## src/rtl/adc_spi_reader.sv

```systemverilog
// SPI master that reads one ADC frame (CPOL=1, sample on sclk rising) and presents the sample slice.
// Optional macro ADC_LEAD_CHECK_EN: flag frames whose leading bits are not all zero on frame_err.
module adc_spi_reader #(
    parameter int DATA_BITS    = 10,
    parameter int FRAME_BITS   = 16,
    parameter int LEAD_BITS    = 4,
    parameter int CLK_DIV      = 2,
    parameter int QUIET_CYCLES = 4
) (
    input  logic                 clk,
    input  logic                 reset_b,
    input  logic                 start,
    input  logic                 miso,
    output logic                 sclk,
    output logic                 cs_n,
    output logic                 busy,
    output logic [DATA_BITS-1:0] SPI_Data,
    output logic                 Bit_Count_Reached,
    output logic                 frame_err
);

    localparam int CNT_MAX = (CLK_DIV > QUIET_CYCLES) ? CLK_DIV : QUIET_CYCLES;
    localparam int CNT_W   = $clog2(CNT_MAX + 1);
    localparam int BC_W    = $clog2(FRAME_BITS + 1);
    localparam logic [CNT_W-1:0] DIV_LAST   = CNT_W'(CLK_DIV - 1);
    localparam logic [CNT_W-1:0] QUIET_LAST = CNT_W'(QUIET_CYCLES - 1);
    localparam logic [BC_W-1:0]  EDGE_LAST  = BC_W'(FRAME_BITS - 1);
    localparam logic [BC_W-1:0]  KEEP_EDGES = BC_W'(LEAD_BITS + DATA_BITS);
`ifdef ADC_LEAD_CHECK_EN
    localparam int SR_W = LEAD_BITS + DATA_BITS;
`else
    // Leading bits simply fall off the top of a sample-wide register.
    localparam int SR_W = DATA_BITS;
`endif

    typedef enum logic [2:0] {IDLE, SETUP, SHIFT, DONE, QUIET} state_t;

    state_t            state, state_nx;
    logic [CNT_W-1:0]  cnt;
    logic [BC_W-1:0]   edge_cnt;
    logic [SR_W-1:0]   shreg;
    logic              cnt_last, rise;

    always_comb begin
        state_nx = state;
        cnt_last = (cnt == DIV_LAST);
        rise     = (state == SHIFT) && cnt_last && !sclk;
        case (state)
            IDLE:    if (start) state_nx = SETUP;
            SETUP:   if (cnt_last) state_nx = SHIFT;
            SHIFT:   if (rise && edge_cnt == EDGE_LAST) state_nx = DONE;
            DONE:    state_nx = QUIET;
            QUIET:   if (cnt == QUIET_LAST) state_nx = IDLE;
            default: state_nx = IDLE;
        endcase
    end

    always_ff @(posedge clk or negedge reset_b) begin
        if (!reset_b) state <= IDLE;
        else          state <= state_nx;
    end

    always_ff @(posedge clk or negedge reset_b) begin
        if (!reset_b) begin
            cnt               <= '0;
            edge_cnt          <= '0;
            shreg             <= '0;
            sclk              <= 1'b1;
            cs_n              <= 1'b1;
            busy              <= 1'b0;
            SPI_Data          <= '0;
            Bit_Count_Reached <= 1'b0;
        end else begin
            Bit_Count_Reached <= 1'b0;
            case (state)
                IDLE: begin
                    cnt      <= '0;
                    edge_cnt <= '0;
                    if (start) begin
                        cs_n <= 1'b0;
                        busy <= 1'b1;
                    end
                end
                SETUP, SHIFT: begin
                    cnt <= cnt_last ? '0 : cnt + CNT_W'(1);
                    // SETUP ends on a falling edge; the last SHIFT toggle leaves sclk high.
                    if (cnt_last) sclk <= ~sclk;
                    if (rise) begin
                        edge_cnt <= edge_cnt + BC_W'(1);
                        if (edge_cnt < KEEP_EDGES) shreg <= {shreg[SR_W-2:0], miso};
                    end
                end
                DONE: begin
                    SPI_Data          <= shreg[DATA_BITS-1:0];
                    Bit_Count_Reached <= 1'b1;
                    cs_n              <= 1'b1;
                    cnt               <= '0;
                end
                QUIET: begin
                    cnt <= cnt + CNT_W'(1);
                    if (cnt == QUIET_LAST) busy <= 1'b0;
                end
                default: ;
            endcase
        end
    end

`ifdef ADC_LEAD_CHECK_EN
    always_ff @(posedge clk or negedge reset_b) begin
        if (!reset_b)           frame_err <= 1'b0;
        else if (state == DONE) frame_err <= |shreg[SR_W-1 -: LEAD_BITS];
    end
`else
    assign frame_err = 1'b0;
`endif

endmodule

```

## config.mk

```make
export PLATFORM = sky130hd
export DESIGN_NAME = adc_spi_reader
export DESIGN_NICKNAME = d
export VERILOG_FILES = /design/src/rtl/adc_spi_reader.sv
export SDC_FILE = /design/constraint.sdc
export NUM_CORES = 1
export LEC_CHECK = 0
export BUFFER_PORTS_ARGS = -buffer_cell sky130_fd_sc_hd__buf_4
export CAP_MARGIN = 20
export CORE_UTILIZATION = 60
export CTS_CLUSTER_SIZE = 10
export DETAILED_ROUTE_END_ITERATION = 7
export PLACE_DENSITY = 0.89
export SLEW_MARGIN = 30
export SYNTH_ARGS = -nofsm -noshare
export SYNTH_HDL_FRONTEND = slang
export SYNTH_SLANG_ARGS = --single-unit
```

## constraint.sdc

```tcl
create_clock -name clk -period 3.8 [get_ports clk]
set_clock_uncertainty 0.2 [all_clocks]
set_input_delay 0.38 -clock clk [delete_from_list [all_inputs] [get_ports clk]]
set_output_delay 0.38 -clock clk [all_outputs]
set_load 0.05 [all_outputs]
```

==> reports/summary.txt, run 1 <==
fin crit period - 2140 ps
most frequent cells in the layout - dfrtp_1, mux2_2, buf_4
Fin Setup TNS - 0 ps
fin area - 1830 um^2
Flop pwr share - 60.3%
post-cts sizing count - 0
RSZ-0062 raised after global routing - false
synthesized instance count - 128
Worst-path clk slew - 100 ps
Placed Area - 1750 um^2
area leader, netlist - dfrtp_1
top cells by area, synth - dfrtp_1, mux2_2, ha_1, dfstp_2, a21oi_1
cell row count - 18
area of the multi-input gates - 682 um^2
register area share after synthesis - 54.8%
htree depth - 2
status - finished, final reports clean
Yosys reg bits - 35
critical path required time - 3830 ps
root buffer cell - clkbuf_4
Avg Synthesized Cell Area - 12.5 um^2
CTS buffer count - 5
R2R cell count - 5
Clock Latency Late Sink - 340 ps
Synth Net Count - 137
DR WL/cell - 15.3 um
first-pass detailed-route iteration total - 4
number of global-route vias before repair - 1,011
ANT nets after route - 0
R2R Setup Slk - 1660 ps
Filler Cells Inserted - 178
final period utilization - 56.3%
Max Cap Viol - 0
Worst Setup EP - shreg[1]
Ports - 19
Core Footprint - 2500 um^2
via count - 1,064
grt total ovfl - 0
most common cell after layout, fill and taps aside - dfrtp_1
area share of the largest cell type after synthesis - 51.5%
Die ar. - 2880 um^2
Num Clock Sinks - 35
r2r endpoint - shreg[1]
layout net count - 158
die height - 53.7 um
Starting DRT DRC Count - 25
Vias/cell - 5.91
clock buffer depth - 2
largest net degree at the start of global routing - 36
max-slew violation count - 0
Post-Place Worst Slack - 1660 ps
DRT Wirelength - 2760 um
library cells used by synthesis - 38
Sw Share - 22.2%
initial antenna violation count - 0
internal cell power - 493 uW
highest clock rate - 0.468 GHz
first-pass GRT wire length - 4560 um
Critical Path Fanout Max - 10
Layout Area Growth over Synthesis - 14.2%
Fin. Hold Viols - 0
gr usage total - 22.9%
HPWL after DPL - 1940 um
post-CTS setup buffer count - 0
crit start category - register
P_leak - 0.880 nW
Synth Cell Area - 1600 um^2
Reg area - 878 um^2
worst reg2reg path startpoint - cnt[1]
combinational power share - 2.8%
Crit path arrival time - 2170 ps
clock tree from TritonCTS - done
Worst Tran Pin Value - 628 ps
Max-slew headroom - 57.8%
WS Path Type - register to register
P_sw - 141 uW
power density over cell area - 346 nW/um^2
Clock Power Share - 36.9%
Initial Util - 64.1%
layout cells sized above 1 - 36.7%
ANT cells - 0
Pwr Total - 633 uW
Port-buffer cells - 17
slack of the critical path - 1660 ps
DRC Markers - 0
Min-Delay Path Class - primary input to register
CP Capture Type - register
Min Hold Slack - 68.1 ps
crit path from - cnt[1]
peak supply drop - 0.340 mV
GPL Wtd Cong - 0.826
Chip Width - 53.7 um
final number of setup-violating endpoints - 0
yosys warns - 0
## cells in the mapped netlist
cell type / number
a211o_1: 1
a21o_1: 1
a21oi_1: 7
a31o_1: 1
a31oi_1: 1
and3_2: 1
and4bb_2: 1
buf_2: 1
buf_4: 1
clkbuf_1: 2
conb_1: 1
dfrtp_1: 33
dfstp_2: 2
ha_1: 5
inv_1: 5
inv_2: 1
mux2_2: 21
mux2i_1: 1
nand2_1: 4
nand2b_1: 2
nand3_1: 4
nand3b_1: 2
nand4_1: 1
nand4bb_4: 1
nor2_1: 6
nor2b_1: 3
nor3_1: 2
nor3b_1: 1
nor4_4: 1
o21ai_0: 3
o22ai_1: 1
o2bb2ai_1: 1
o31ai_1: 3
o32ai_1: 1
or2_2: 2
or4_1: 2
xnor2_1: 1
xor2_1: 1
## routing by layer
| metal | vias to the layer above | part of all wire (%) | global-route usage (%) |
|---|---|---|---|
| met4 | 0 | 2.4 | 12.3 |
| met2 | 33 | 50 | 34.8 |
| met5 | - | 0 | 0 |
| met1 | 521 | 43 | 28.8 |
| met3 | 10 | 5.0 | 7.63 |
| li1 | 500 | - | - |
## worst min-delay path by stage
| stage | slack, ps | cells past startpoint | startpoint | end |
|---|---|---|---|---|
| after global routing | 70 | 2 | miso | shreg[0] |
| final | 70 | 2 | miso | shreg[0] |
| after detailed placement | 150 | 1 | reset_b | state[0] |
| after CTS | 60 | 2 | miso | shreg[0] |
| after floorplan | -120 | 0 | reset_b | Bit_Count_Reached |
| after global placement | 140 | 1 | reset_b | state[0] |
## logic make-up (layout without fill, tap and decap cells)
logic type | Yosys count | count (layout) | share of synthesized area [%]
flip-flops | 35 | 35 | 54.8
AND/OR/NAND/NOR | 33 | 33 | 14.0
multiplexers | 22 | 22 | 15.4
AO/OA/AOI/OAI | 20 | 20 | 7.96
buffers and inverters | 10 | 32 | 2.65
adder cells (fa/ha/maj) | 5 | 5 | 3.90
XOR/XNOR | 2 | 2 | 1.09
other | 1 | 1 | 0.234
## critical path, stage by stage (launching register included)
cell	delay [ps]
dfrtp_1	400
inv_1	80
ha_1	270
nand4bb_4	180
nor4_4	510
mux2_2	400
## power groups by stage
stage                     combinational, mW  clock (mW)  sequential, mW
after floorplan                     0.00793           0           0.387
after global placement               0.0169           0           0.388
after detailed placement             0.0177           0           0.389
after CTS                            0.0186       0.238           0.382
after global routing                 0.0204       0.253           0.382
final                                0.0177       0.234           0.382
## state kept, by name, indices dropped and copies added (netlist names)
register           cells
Bit_Count_Reached      1
SPI_Data              10
busy                   1
cnt                    3
cs_n                   1
edge_cnt               5
sclk                   1
shreg                 10
state                  3
## timing repair
| action | CTS | global route |
|---|---|---|
| hold endpoints to repair | 33 | 0 |
| hold buffers | 1 | 0 |
| setup endpoints to repair | 0 | 0 |
## metrics by stage
stage,cells,utilization [%]
after global routing,180,73.2
after detailed placement,171,69.9
after floorplan,128,-
after CTS,180,73.2
after global placement,171,69.9
final,180,73.2
## cell type report
cell class	count	share of cell area, %
flip-flops and latches	35	48.0
multi-input cells	83	37.3
repair buffers	18	7.52
clock buffers	7	3.55
well taps	30	2.05
inverters	6	1.23
clock inverters	1	0.410
(Power assumes the default switching activity.)
==> inputs of run 2 (changes only) <==
--- a/config.mk
+++ b/config.mk
@@ -7,10 +7,10 @@
 export LEC_CHECK = 0
 export BUFFER_PORTS_ARGS = -buffer_cell sky130_fd_sc_hd__buf_4
 export CAP_MARGIN = 20
-export CORE_UTILIZATION = 60
+export CORE_UTILIZATION = 51
 export CTS_CLUSTER_SIZE = 10
 export DETAILED_ROUTE_END_ITERATION = 7
-export PLACE_DENSITY = 0.89
+export PLACE_DENSITY = 0.81
 export SLEW_MARGIN = 30
 export SYNTH_ARGS = -nofsm -noshare
 export SYNTH_HDL_FRONTEND = slang
==> constraint.sdc (replaced) <==
create_clock -name clk -period 1.75 [get_ports clk]
set_clock_uncertainty 0.2 [all_clocks]
set_input_delay 0.175 -clock clk [delete_from_list [all_inputs] [get_ports clk]]
set_output_delay 0.175 -clock clk [all_outputs]
set_load 0.05 [all_outputs]
==> run 2 against run 1 <==
The run now ends with DRC, setup timing left. Non-clock buffer count grew 21. Sequential power rose by 120%. First-iteration DRC count increased by 16%. Worst hold slack improved by 37 ps. Critical path type unchanged. Critical endpoint is now shreg[2]. Largest cell class unchanged.
==> reports/summary.txt, run 2 (synthesis results as in run 1) <==
status - finished with violations
violated checks - DRC, setup timing
Top Registers - SPI_Data: 10 flops, shreg: 10 flops, edge_cnt: 5 flops
Clock Latency Late Sink - 340 ps
initial antenna violation count - 0
largest net degree at the start of global routing - 36
CP Capture Type - register
Layout Area Growth over Synthesis - 30.0%
final period utilization - 102%
Chip Width - 58.1 um
power density over cell area - 663 nW/um^2
CTS buffer count - 5
Core Footprint - 2880 um^2
Inst Count DP - 198
cell row count - 19
layout cells sized above 1 - 48.5%
max-slew violation count - 0
DRT Wirelength - 3240 um
critical path required time - 1780 ps
Fin. Hold Viols - 0
ANT nets after route - 0
Max Cap Viol - 0
crit start category - register
ANT cells - 0
clock buffer depth - 2
Placed Area - 1900 um^2
die height - 58.1 um
RSZ-0062 raised after global routing - true
WS Path Type - register to register
most frequent cells in the layout - buf_4, dfrtp_1, mux2_2
first-pass GRT wire length - 5380 um
via count - 1,138
fin area - 2080 um^2
fin crit period - 1790 ps
gr usage total - 21.8%
Filler Cells Inserted - 201
peak supply drop - 0.715 mV
GPL Wtd Cong - 0.799
Initial Util - 55.7%
DRC Markers - 1
slack of the critical path - -42.6 ps
Starting DRT DRC Count - 29
DR WL/cell - 15.2 um
htree depth - 2
Port-buffer cells - 17
most common cell after layout, fill and taps aside - buf_4
Num Clock Sinks - 35
Final Util - 72.4%
non-filler cells, final - 213
final number of setup-violating endpoints - 10
Critical Path Fanout Max - 10
number of global-route vias before repair - 1,192
Worst-path clk slew - 110 ps
grt total ovfl - 0
root buffer cell - clkbuf_4
Ports - 19
Crit path arrival time - 1820 ps
clock tree from TritonCTS - done
first-pass detailed-route iteration total - 6
Min-Delay Path Class - primary input to async pin
Die ar. - 3370 um^2
Min Hold Slack - 105 ps
P_leak - 0.998 nW
HPWL after DPL - 2200 um
highest clock rate - 0.558 GHz
layout net count - 179
Vias/cell - 5.34
==> run 2: final cells by class <==
class                   instances  area (um^2)  area share (%)
flip-flops and latches         35          878            42.2
inverters                       6         25.0            1.20
repair buffers                 39          317            15.2
clock buffers                   7         65.1            3.12
clock inverters                 1         7.51           0.360
multi-input cells              83          738            35.4
well taps                      42         52.6            2.52
==> run 2: final timing paths <==
check,slack [ps],endpoint,depth (start not counted),startpoint
max in group asynchronous,900,cs_n,2,reset_b
max reg2reg,-40,shreg[2],6,cnt[1]
min,100,edge_cnt[3],2,reset_b
min in group clk,320,SPI_Data[4],1,SPI_Data[4]
min reg2reg,320,SPI_Data[4],1,SPI_Data[4]
max,-40,shreg[2],6,cnt[1]
==> run 2: critical path: stages (launching register included) <==
cell,delay (ps)
dfrtp_1,400
inv_2,80
ha_4,140
nand4bb_4,140
nor4_4,210
buf_12,180
mux2_2,330
==> run 2: routing by layer <==
metal / GRT usage, % / share of wire [%] / vias to the layer above
met4: 12.2 / 3.0 / 0
met5: 0 / 0 / -
li1: - / - / 543
met1: 28.4 / 44 / 551
met2: 33.7 / 49 / 32
met3: 5.36 / 3.7 / 12
==> run 2: repair_timing <==
action | in CTS | in global routing
hold buffers | 3 | 0
endpoints found under the hold margin | 38 | 0
setup endpoints to repair | 12 | 22
setup buffers | 1 | 3
resized for setup | 5 | 6
pin swaps | 2 | 5
==> run 2: through the flow <==
step | TNS (ps) | worst slack, ps | power, mW
2_1_floorplan | -1120 | -117 | 0.859
3_3_place_gp | 0 | 17.4 | 0.881
3_5_place_dp | -213 | -63.9 | 0.884
4_1_cts | -233 | -30.5 | 1.39
5_1_grt | -1260 | -116 | 1.44
6_report | -342 | -42.6 | 1.38
==> run 2: where the power goes <==
group / internal [mW] / switching [mW]
clock network: 0.235 / 0.275
logic: 0.0188 / 0.0248
registers: 0.820 / 0.00844
total: 1.07 / 0.308
